**config.mk**
```make
export PLATFORM = sky130hd
export DESIGN_NAME = reg_split
export DESIGN_NICKNAME = d
export VERILOG_FILES = /design/src/rtl/reg_split.sv
export SDC_FILE = /design/constraint.sdc
export NUM_CORES = 1
export LEC_CHECK = 0
export BUFFER_PORTS_ARGS = -buffer_cell sky130_fd_sc_hd__buf_2
export CAP_MARGIN = 25
export CORE_MARGIN = 5
export CORE_UTILIZATION = 25
export DETAILED_ROUTE_END_ITERATION = 16
export GPL_ROUTABILITY_DRIVEN = 0
export HOLD_SLACK_MARGIN = 0.1
export SLEW_MARGIN = 15
export SYNTH_ARGS = -nofsm -noshare
export SYNTH_HDL_FRONTEND = slang
export SYNTH_SLANG_ARGS = --single-unit
```
**constraint.sdc**
```tcl
create_clock -name clk -period 2.5 [get_ports clk]
set_input_delay 0.125 -clock clk [delete_from_list [all_inputs] [get_ports clk]]
set_output_delay 0.125 -clock clk [all_outputs]
set_load 0.01 [all_outputs]
```
**src/rtl/reg_split.sv**
```systemverilog
// Word-stream to pair splitter: alternate input words land in out1 then out2,
// and the pair is held until the consumer acks it.
module reg_split #(
    parameter int WIDTH = 8
) (
    input  logic             clk,
    input  logic             rst,
    input  logic             en,
    input  logic [WIDTH-1:0] in,
    input  logic             ack,
    output logic             rdy,
    output logic [WIDTH-1:0] out1,
    output logic [WIDTH-1:0] out2,
    output logic             valid,
    output logic             ovr,
    output logic [3:0]       pair_cnt
);

    localparam logic [1:0] EMPTY = 2'd0;
    localparam logic [1:0] HALF  = 2'd1;
    localparam logic [1:0] FULL  = 2'd2;

    logic [1:0]       state_q, state_d;
    logic [WIDTH-1:0] out1_q, out1_d;
    logic [WIDTH-1:0] out2_q, out2_d;
    logic             ovr_q, ovr_d;
    logic [3:0]       pair_cnt_q, pair_cnt_d;

    // A held pair can be replaced in the same cycle it is acked.
    assign rdy = (state_q != FULL) || ack;

    always_comb begin
        state_d    = state_q;
        out1_d     = out1_q;
        out2_d     = out2_q;
        pair_cnt_d = pair_cnt_q;
        ovr_d      = ovr_q | (en & ~rdy);
        case (state_q)
            EMPTY: begin
                if (en) begin
                    out1_d  = in;
                    state_d = HALF;
                end
            end
            HALF: begin
                if (en) begin
                    out2_d  = in;
                    state_d = FULL;
                end
            end
            FULL: begin
                if (ack) begin
                    pair_cnt_d = pair_cnt_q + 4'd1;
                    if (en) begin
                        out1_d  = in;
                        state_d = HALF;
                    end else begin
                        state_d = EMPTY;
                    end
                end
            end
            default: state_d = EMPTY;
        endcase
    end

    always_ff @(posedge clk or posedge rst) begin
        if (rst) begin
            state_q    <= EMPTY;
            out1_q     <= '0;
            out2_q     <= '0;
            ovr_q      <= 1'b0;
            pair_cnt_q <= 4'd0;
        end else begin
            state_q    <= state_d;
            out1_q     <= out1_d;
            out2_q     <= out2_d;
            ovr_q      <= ovr_d;
            pair_cnt_q <= pair_cnt_d;
        end
    end

    assign out1     = out1_q;
    assign out2     = out2_q;
    assign valid    = (state_q == FULL);
    assign ovr      = ovr_q;
    assign pair_cnt = pair_cnt_q;

endmodule

```
-- After elaboration in Yosys (flattened, before gate mapping)
Cells that the tools add are included.
W data, S select, Z words.
- mux-type cells: 8
- $add $sub $neg: 1
- reductions and logical operators: 7
- equality and inequality tests: 6
- bitwise gates (word level): 3
- operator list (operator ; count):
    $mux W8 ; 2
    $pmux W8 S2 ; 1
    $ne A2 B2 Y1 const B ; 4
    $mux W2 ; 3
    $pmux W2 S3 ; 1
    $reduce_and A2 Y1 ; 3
    $add A4 B1 Y4 const B ; 1
    $reduce_and A3 Y1 ; 1
    $eq A2 B1 Y1 const B ; 1
    $eq A2 B2 Y1 const B ; 1
    $logic_not A2 Y1 ; 1
    $reduce_bool A2 Y1 ; 1
    $and A1 B1 Y1 ; 1
    $logic_or A1 B1 Y1 ; 1
    $mux W1 ; 1
    $not A1 Y1 ; 1
    $or A1 B1 Y1 ; 1
- logic and storage cells: 30
- output and inout bits: 23
- bits of input ports: 12
- bits in registers: 23

-- Depth between registers and ports, before layout
- word-level depth: 5
- mapped depth: 3
- depth with buffers taken out: 3

-- Least setup slack after synthesis
No wires, ideal clock.
- path type: reg2reg
- start point: register state_q[1]
- end point: register out1_q[0] (netlist: out1[0])
- setup time: 0.125 ns
- clock period less this slack: 1.142 ns
- arrival: 1.018 ns
- path buffers: 0
- cell stages (with the launch flop): 4
- required time: 2.375 ns
- slack: 1.358 ns
- path through: dfrtp_1 -> inv_1 -> o21ai_4 -> mux2_2
- longest elaborated chain between the ends: 3
- elaborated cells on any way between the ends: 6
- those cells by class: 2 x eq/ne; 1 x mux; 3 x reduce/logical
- RTL lines (item ; RTL line ; text):
    start: declaration ; 23 ; logic [1:0] state_q, state_d;
    start signal: assignment ; 74 ; state_q <= state_d;
    $eq A2 B2 Y1 / $logic_not A2 Y1 (equally long branches) ; 38 ; case (state_q)
    $ne A2 B2 Y1 (no source line) / $reduce_bool A2 Y1 (equally long branches) ; - ;
    $reduce_and A2 Y1 (no source line) ; - ;
    end signal: assignment ; 75 ; out1_q <= out1_d;
    end: declaration ; 24 ; logic [WIDTH-1:0] out1_q, out1_d;
Parallel ways exist; a longest one is shown, timed or not.
A chain may end at the register's enable or synchronous reset.

-- Worst setup path in the final report
- start point: register state_q[0]
- end point: output rdy
- longest elaborated chain between the ends: 2
- RTL lines (item ; RTL line ; text):
    $ne A2 B2 Y1 ; 30 ; assign rdy = (state_q != FULL) || ack;
    $logic_or A1 B1 Y1 ; 30 ;
    end: declaration ; 11 ; output logic rdy,
Every way passes these cells.

==> flow_summary.yaml <==
clocking:
  cts_resized: 0
  cts_tree: "done"
  clockBufferDepth: 2
  clk_pin_slew_ns: 0.08
  cts_setup_buffers: 0
  cts_root_buf: "clkbuf_8"
  insertion_delay_ns: 0.26
  cts_sinks: 23
  htreeDepth: 1
  cts_buffers: 3
timing:
  period_needed_ns: 1.36
  drv_slew: 0
  setup_tns_ns: 0
  finalCritPeriodShare_pct: 54.3
  fin_skew_ns: 0.00138
  slew_headroom_pct: 41.4
  hold_viol_final: 0
  tightest_slew_ns: 0.878
  timing.fmax_mhz: 736
  timing.hold.ws_ns: 0.109
  rsz0062_at_grt: "false"
  setup_viol: 0
synthesis:
  netlist-cell-type-count: 17
  synth-simple-area-share_pct: 7.17
  netlist_area_um2: 925
  synth_nets: 73
  ys_ff_latch: 23
  avgSynthCellArea_um2: 15.4
  synth_fa_ha_area_share_pct: 1.35
  synthCells: 60
  synth-compound-area-share_pct: 3.11
  synth_top_family_by_area: "multiplexers"
  yosys.area_share.xor_xnor_pct: 3.79
  muxShareOfSynthArea_pct: 21.1
  synth-seq-area-share_pct: 62.2
  yosysWarnings: 0
final_layout:
  fin_nets: 113
  syn2layout_area_growth_pct: 30.9
  finalNonFillerCells: 147
  drive_gt1_share_pct: 59.6
  antenna_cells: 0
critical_path:
  cp_cell_sequence: "and2b_2 -> nand2b_1 -> buf_2"
  crit_required_ns: 2.38
  cp-end-kind: "output pin"
  path_buf_inv: 1
  cpPeakStageDelay_ns: 0.47
  cp_num_cells: 3
  r2r_start: "state_q[1]"
  cp_max_fo: 5
  path_class: "reg -> out"
  slowest_stage: "dfrtp_1"
  reg2regPathDepth: 3
  cp_top_family: "flip-flops"
  crit_path_start_kind: "register"
  critPathLaunch: "state_q[0]"
  crit_arrival_ns: 1.23
global_routing:
  globalRouteTotalUtil_pct: 7.69
  antenna_found_initial: 0
  gr-total-overflow: 0
  grt_pass1_wl_um: 3030
  grt_pass1_vias: 655
  grt_max_degree: 24
route:
  dr.pass1.iters: 2
  wl_met3_um: 204
  drc: 0
  wire_per_inst_um: 12.8
  dr.first_iter.drc_count: 6
  detail_route.vias_per_cell: 4.20
  dr_total_vias: 618
  wl_met1_um: 744
  ant_nets: 0
  wl_met2_um: 924
  routed_wl_um: 1880
  top_layer: "met4"
pwr:
  leakagePower_nw: 0.582
  power_per_cell_area_nw_per_um2: 1250
  vdd_drop_max_mv: 0.254
die:
  start_util_pct: 25.4
  fp.dieH_um: 70.8
  die_w_um: 70.8
  core_um2: 3630
  dieArea_um2: 5010
  io-pin-count: 35
  num_rows: 22
outcome:
  outcome: "finished, final reports clean"
hold_path:
  hold_depth: 2
  hp-start: "in[5]"
  hp-class: "in -> reg"
placed_design:
  port_buffers: 34
  place_inst: 142
  dp_hpwl_um: 1480
flow_run:
  drv_cap: 0
cells in the final DEF (no fill, tap or decap):
cell	instances
xnor2_1	3
o21bai_1	1
xor2_1	1
dfrtp_1	23
and3b_2	1
ha_1	1
dlygate4sd3_1	1
clkbuf_1	1
buf_2	34
and2b_2	1
o21ai_0	1
mux2_4	1
nand4_1	1
nand2b_1	1
inv_1	3
nor2b_4	1
nand3_2	1
nand2_1	3
clkbuf_8	3
mux2_2	16
o21ai_4	1
cell usage after synthesis:
cell       n  share of area, %
and2b_2    1              0.95
and3b_2    1               1.1
dfrtp_1   23                62
ha_1       1               1.4
inv_1      3               1.2
mux2_2    16                19
mux2_4     1               1.6
nand2_1    3               1.2
nand2b_1   1              0.68
nand3_2    1               1.1
nand4_1    1              0.68
nor2b_4    1               1.5
o21ai_0    1              0.54
o21ai_4    1               1.8
o21bai_1   1              0.81
xnor2_1    3               2.8
xor2_1     1              0.95
final timing paths:
check / to / slack (ns)
setup / recovery: rdy / 1.14
hold / removal: out1[5] / 0.11
setup reg to reg: out1[0] / 1.24
hold reg to reg: pair_cnt[3] / 0.47
max in group asynchronous: pair_cnt[2] / 1.37
min in group asynchronous: out2[4] / 0.58
where the power goes:
| group | switching (W) | internal [W] | total [W] |
|---|---|---|---|
| logic | 0.000283 | 0.000326 | 0.000609 |
| registers | 0.000124 | 0.000560 | 0.000684 |
| clock network | 0.000108 | 0.000113 | 0.000222 |
| total | 0.000515 | 0.000999 | 0.00151 |
timing repair:
action,in CTS,in global routing
hold endpoints to repair,23,0
setup endpoints to repair,0,0
hold buffers,1,0
per-layer routing:
layer | up-vias | GRT usage [%]
met1 | 316 | 8.23
met3 | 2 | 3.98
met2 | 20 | 12.8
met5 | - | 0
met4 | 0 | 3.13
li1 | 280 | -
cell type report:
| class | count | area [um2] |
|---|---|---|
| Clock buffer | 4 | 45.0 |
| Fill cell | 396 | 2420 |
| Inverter | 3 | 11.3 |
| Multi-Input combinational cell | 34 | 338 |
| Sequential cell | 23 | 576 |
| Tap cell | 48 | 60.1 |
| Timing Repair Buffer | 35 | 180 |
per-stage QoR:
step                instance area [um2]  utilization, %  total power, W  setup slack [ns]
floorplan                           925               -         0.00105              1.36
global placement                   1150            31.8         0.00129              1.28
detailed placement                 1150            31.8         0.00132              1.23
CTS                                1210            33.3         0.00154              1.13
global route                       1210            33.3         0.00163              1.06
finish                             1210            33.3         0.00151              1.14
registers in the layout, indices dropped and copies added, names as in the netlist:
name / cells
out1: 8
out2: 8
ovr: 1
pair_cnt: 4
state_q: 2
cell families after synthesis:
kind of cell / after synthesis
buf+inv: 3
xor+xnor: 4
simple gates: 9
mux: 17
fa+ha+maj: 1
compound gates: 3
flops: 23
(Power assumes the default switching activity.)
